File: src/rtl/small_lpf_2nd.sv
// small_lpf_2nd: 2nd-order low-pass, two cascaded leaky integrators, unity DC gain (clk, rst async, en, dataIn -> dataOut)
module small_lpf_2nd #(
  parameter int K0_SHIFT = 6,
  parameter int K1_SHIFT = 6,
  parameter int WIDTH = 16,
  parameter int CLAMP = 1
) (
  input  logic                    clk,
  input  logic                    rst,
  input  logic                    en,
  input  logic signed [WIDTH-1:0] dataIn,
  output logic signed [WIDTH-1:0] dataOut
);
  localparam int A0 = WIDTH + K0_SHIFT;
  localparam int A1 = WIDTH + K1_SHIFT;
  logic signed [A0-1:0] acc0, nxt0;
  logic signed [A1-1:0] acc1, nxt1;
  logic signed [WIDTH-1:0] s0, s1;
  logic [A0+1:0] sum0;
  logic [A1+1:0] sum1;
  logic ovf0, ovf1;
  assign s0 = acc0[A0-1:K0_SHIFT];
  assign s1 = acc1[A1-1:K1_SHIFT];
  assign sum0 = {{2{acc0[A0-1]}}, acc0} + {{(K0_SHIFT+2){dataIn[WIDTH-1]}}, dataIn} - {{(K0_SHIFT+2){s0[WIDTH-1]}}, s0};
  assign sum1 = {{2{acc1[A1-1]}}, acc1} + {{(K1_SHIFT+2){s0[WIDTH-1]}}, s0} - {{(K1_SHIFT+2){s1[WIDTH-1]}}, s1};
  assign ovf0 = |sum0[A0+1:A0-1] && !(&sum0[A0+1:A0-1]);
  assign ovf1 = |sum1[A1+1:A1-1] && !(&sum1[A1+1:A1-1]);
  always_comb begin
    nxt0 = (CLAMP != 0 && ovf0) ? (sum0[A0+1] ? {1'b1, {(A0-1){1'b0}}} : {1'b0, {(A0-1){1'b1}}}) : sum0[A0-1:0];
    nxt1 = (CLAMP != 0 && ovf1) ? (sum1[A1+1] ? {1'b1, {(A1-1){1'b0}}} : {1'b0, {(A1-1){1'b1}}}) : sum1[A1-1:0];
  end
  always_ff @(posedge clk or posedge rst)
    if (rst) begin
      acc0 <= '0;
      acc1 <= '0;
    end else if (en) begin
      acc0 <= nxt0;
      acc1 <= nxt1;
    end
  assign dataOut = s1;
endmodule

File: config.mk
export PLATFORM = sky130hd
export DESIGN_NAME = small_lpf_2nd
export DESIGN_NICKNAME = d
export VERILOG_FILES = /design/src/rtl/small_lpf_2nd.sv
export SDC_FILE = /design/constraint.sdc
export NUM_CORES = 1
export LEC_CHECK = 0
export CAP_MARGIN = 20
export CORE_UTILIZATION = 55
export CTS_BUF_LIST = sky130_fd_sc_hd__clkbuf_4
export CTS_CLUSTER_SIZE = 20
export DETAILED_ROUTE_END_ITERATION = 10
export HOLD_SLACK_MARGIN = 0.1
export PLACE_DENSITY = 0.75
export SLEW_MARGIN = 10
export SYNTH_ARGS = -nofsm -noshare
export SYNTH_HDL_FRONTEND = slang
export SYNTH_SLANG_ARGS = --single-unit
File: constraint.sdc
create_clock -name clk -period 5.5 [get_ports clk]
set_input_delay 0.55 -clock clk [delete_from_list [all_inputs] [get_ports clk]]
set_output_delay 0.55 -clock clk [all_outputs]
set_load 0.02 [all_outputs]
Yosys cells after proc, flatten, opt, wreduce, memory -nomap -nowiden
Cells that the tools add are included.
{"block": "classes", "muxes": 4, "add_sub_neg": 4, "n_reduce_logical": 8}
{"op": "$mux W22", "n": 4}
{"op": "$sub A23 B16 Y24", "n": 2}
{"op": "$add A22 B16 Y23", "n": 2}
{"op": "$reduce_and A3 Y1", "n": 2}
{"op": "$reduce_or A3 Y1", "n": 2}
{"op": "$logic_and A1 B1 Y1", "n": 2}
{"op": "$logic_not A1 Y1", "n": 2}
{"block": "word_totals", "word_cells": 18, "out_inout_bits": 16, "regBits": 44, "inputBits": 19}

Longest topological paths before layout
{"block": "depth", "ltp_word": 6, "ltp_mapped": 15, "mapped_depth_nobuf": 14}

Worst setup path before layout
Ideal clock, no wire load.
{"block": "synth_timing", "path_type": "input-to-reg", "start": "in dataIn[1]", "end": "reg acc0[10]", "path_stages": 14, "arrival_time_ps": 3237, "n_path_buf": 1, "setup_slack_ps": 2118, "setup_time_ps": 146, "t_required_ps": 5354, "path_cell_list": "inv_1 > fa_1 > inv_1 > fa_1 > a21oi_1 > o22ai_1 > a2bb2oi_1 > a31o_2 > a31oi_1 > xnor2_1 > nor2_1 > o21a_1 > clkbuf_1 > a22oi_1"}
{"block": "synth_between", "elab_chain_len": 6, "elab_cells_between_ends": 8, "cone_classes": "2 x add/sub; 2 x mux; 4 x reduce/logical"}
{"element": "start, declared", "line_no": "11", "rtl": "input logic signed [WIDTH-1:0] dataIn,"}
{"element": "$add A22 B16 Y23 *", "line_no": "24", "rtl": "assign sum0 = {{2{acc0[A0-1]}}, acc0} + {{(K0_SHIFT+2){dataIn[WIDTH-1]}}, dataIn} - {{(K0_SHIFT+2){s0[WIDTH-1] ..."}
{"element": "$sub A23 B16 Y24 *", "line_no": "24"}
{"element": "$reduce_and A3 Y1", "line_no": "26", "rtl": "assign ovf0 = |sum0[A0+1:A0-1] && !(&sum0[A0+1:A0-1]);"}
{"element": "$logic_not A1 Y1", "line_no": "26"}
{"element": "$logic_and A1 B1 Y1", "line_no": "26"}
{"element": "$mux W22 *", "line_no": "29", "rtl": "nxt0 = (CLAMP != 0 && ovf0) ? (sum0[A0+1] ? {1'b1, {(A0-1){1'b0}}} : {1'b0, {(A0-1){1'b1}}}) : sum0[A0-1:0];"}
{"element": "end signal, assigned", "line_no": "37", "rtl": "acc0 <= nxt0;"}
{"element": "end, declared", "line_no": "16", "rtl": "logic signed [A0-1:0] acc0, nxt0;"}
Mark *: on every way between the ends. The rest lies on a longest branch, timed or not.
A chain may end at the register's enable or synchronous reset.

Worst setup path in the final report
{"block": "layout_timing", "start": "reg acc0[21]", "end": "reg acc1[1]"}
{"block": "layout_between", "elab_chain_len": 6, "elab_cells_between_ends": 8, "cone_classes": "2 x add/sub; 2 x mux; 4 x reduce/logical"}
{"element": "$add A22 B16 Y23 *", "line_no": "25", "rtl": "assign sum1 = {{2{acc1[A1-1]}}, acc1} + {{(K1_SHIFT+2){s0[WIDTH-1]}}, s0} - {{(K1_SHIFT+2){s1[WIDTH-1]}}, s1};"}
{"element": "$sub A23 B16 Y24 *", "line_no": "25"}
{"element": "$reduce_and A3 Y1", "line_no": "27", "rtl": "assign ovf1 = |sum1[A1+1:A1-1] && !(&sum1[A1+1:A1-1]);"}
{"element": "$logic_not A1 Y1", "line_no": "27"}
{"element": "$logic_and A1 B1 Y1", "line_no": "27"}
{"element": "$mux W22 *", "line_no": "30", "rtl": "nxt1 = (CLAMP != 0 && ovf1) ? (sum1[A1+1] ? {1'b1, {(A1-1){1'b0}}} : {1'b0, {(A1-1){1'b1}}}) : sum1[A1-1:0];"}
{"element": "end signal, assigned", "line_no": "38", "rtl": "acc1 <= nxt1;"}
{"element": "end, declared", "line_no": "17", "rtl": "logic signed [A1-1:0] acc1, nxt1;"}
Marks and branches as above.

==> flow_summary.toml <==
[synth]
synth-main-ff-cell = "dfrtp_1"
synth.distinct_cells = 56
synth_area_sq_um = 5420
yosys_warnings = 0
synthesis.instances = 635
synth_seq_cells = 44
synth-edff-count = 0
yosysSeqAreaShare_pct = 20.3
syn_area_per_cell_sq_um = 8.53
async_flop_share_pct = 100
synth_nets = 748

[clocking]
cts_resized = 0
cts-buffers-inserted = 5
root_buffer = "clkbuf_4"
clock_sinks = 44
clock_latency_ps = 360
path_clk_slew_ps = 140
cts_tree = "built"
htreeDepth = 2
cts_setup_buffers = 0
clockBufferDepth = 2
ctsHoldBuffers = 0

[floorplanning]
std_cell_rows = 35
die_area_sq_um = 10300
start_util_pct = 57.8
die_h_microns = 101
core-area_sq_um = 9370
ios = 35
die_x_microns = 101

[route]
vias_per_cell = 5.68
met1_length_microns = 5130
wl_per_cell_microns = 15.2
vias = 4402
dr.pass1.iters = 5
antenna_left = 0
highest-signal-layer = "met4"
routed_wl_microns = 11700
met2_wirelength_microns = 5750
drc = 0
drt-initial-drc-count = 172
met3WireLength_microns = 551

[global_route]
antenna_found_initial = 0
grt_pass1_vias = 4411
grt_max_degree = 45
grt_overflow = 0
track_usage_pct = 24.9
grt_pass1_wl_microns = 20100

[sta]
fin_crit_ps = 4210
fin_tns_setup_ps = 0
rsz0062_at_grt = "false"
fmax_mhz = 238
hold_violations = 0
slew_viol_final = 0
setup_viol = 0
fin_skew_ps = 13.1
tightest_slew_ps = 942
fin_crit_sh_pct = 76.5
max_slew_margin_pct = 37.1

[final_layout]
nets = 759
final_common_cell = "inv_1"
antennaDiodeCount = 0
final_cell_mix = "152 x inv_1, 52 x ha_1, 45 x nand2_1"
area_growth_pct = 6.56
drive_gt1_share_pct = 3.56

[place]
gp_congestion = 0.917
dp_hpwl_microns = 9210
portBuffers = 34

[worst_setup_path]
slowest_delay_ps = 740
cp-start-kind = "flip-flop"
critPathCaptureType = "flip-flop"
crit_slowest_cell = "o21a_1"
crit_top_cell = "inv_1"
path_buf_inv = 2
worst_ep_arrival_time_ps = 4510
critPathTopFamily = "compound AO/OA/AOI/OAI gates"
cp.required_ps = 5800
crit_chain = "inv_1 -> fa_1 -> inv_1 -> ha_1 -> nand3_1 -> nor2_1 -> nand3b_1 -> a31oi_2 -> o21ai_0 -> a221oi_2 -> o21a_1 -> a221o_1"
crit_fanout = 21
worstSetupPathType = "flip-flop to flip-flop"

[run]
cap_violations = 0

[worst_hold_path]
hold_class = "flip-flop to flip-flop"

[status]
run_status = "completed"
flip-flops by register name, indices dropped and copies added (netlist names):
name	count
acc1	22
acc0	22
kinds of logic (layout without fill, tap and decap cells):
group,count (synthesis),in the layout,synth area share [%]
compound gates,165,165,21.9
fa+ha+maj,94,94,27.5
buf+inv,185,196,14.4
flops,44,44,20.3
xor+xnor,41,41,6.63
simple gates,106,106,9.21
routing by layer:
metal / vias up / GRT usage [%]
met3: 26 / 3.31
met4: 0 / 8.14
li1: 2119 / -
met5: - / 0
met2: 142 / 44.0
met1: 2115 / 31.7
cell usage after synthesis (5+ instances only):
master / count / area, sq um
a21oi_1: 42 / 210
nand2_1: 45 / 169
o21bai_1: 5 / 37.5
a22oi_1: 21 / 158
fa_1: 42 / 841
a221o_1: 23 / 230
buf_4: 21 / 158
nand3_1: 9 / 45.0
a21o_1: 14 / 105
xnor2_1: 25 / 219
a211oi_1: 7 / 52.6
nor2_1: 20 / 75.1
xor2_1: 16 / 140
clkbuf_1: 8 / 30.0
o21ai_0: 18 / 90.1
nor3_1: 6 / 30.0
ha_1: 52 / 651
o21a_1: 6 / 45.0
dfrtp_1: 44 / 1100
inv_1: 153 / 574
area by class of cell:
class | instances | area [sq um]
tap | 129 | 161
inverter | 154 | 578
sequential | 44 | 1100
multi-input combinational | 406 | 3530
fill | 862 | 3600
clock buffer | 6 | 45.0
timing repair buffer | 35 | 348
clock inverter | 1 | 5.00
stage by stage:
stage	worst slack [ps]	std cells	utilization [%]	hold slack [ps]	area, sq um
6_report	1290	775	61.6	536	5770
5_1_grt	943	775	61.6	554	5770
4_1_cts	1300	775	61.6	538	5770
3_5_place_dp	1080	768	61.1	506	5720
3_3_place_gp	1160	768	61.1	499	5720
2_1_floorplan	2120	635	-	484	5420
worst reg2reg max path, stage by stage (launching register included):
cell and delay, ps:
dfrtp_1 670, inv_1 330, fa_1 560, inv_1 50
ha_1 380, nand3_1 140, nor2_1 170, nand3b_1 110
a31oi_2 290, o21ai_0 170, a221oi_2 320, o21a_1 740
a221o_1 220
worst paths after layout:
check	start	endpoint	slack [ps]	depth (start not counted)
worst max-delay path	acc0[21]$_DFFE_PP0P_	acc1[1]$_DFFE_PP0P_	1290	12
worst min-delay path	acc1[0]$_DFFE_PP0P_	acc1[0]$_DFFE_PP0P_	540	1
worst max register to register	acc0[21]$_DFFE_PP0P_	acc1[1]$_DFFE_PP0P_	1290	12
worst min register to register	acc1[0]$_DFFE_PP0P_	acc1[0]$_DFFE_PP0P_	540	1
max in group asynchronous	rst	acc0[16]$_DFFE_PP0P_	4210	2
min in group asynchronous	rst	acc1[3]$_DFFE_PP0P_	710	2
Power is not shown: default switching activity piles up to over one toggle a cycle in this logic, so the estimate is an artifact.
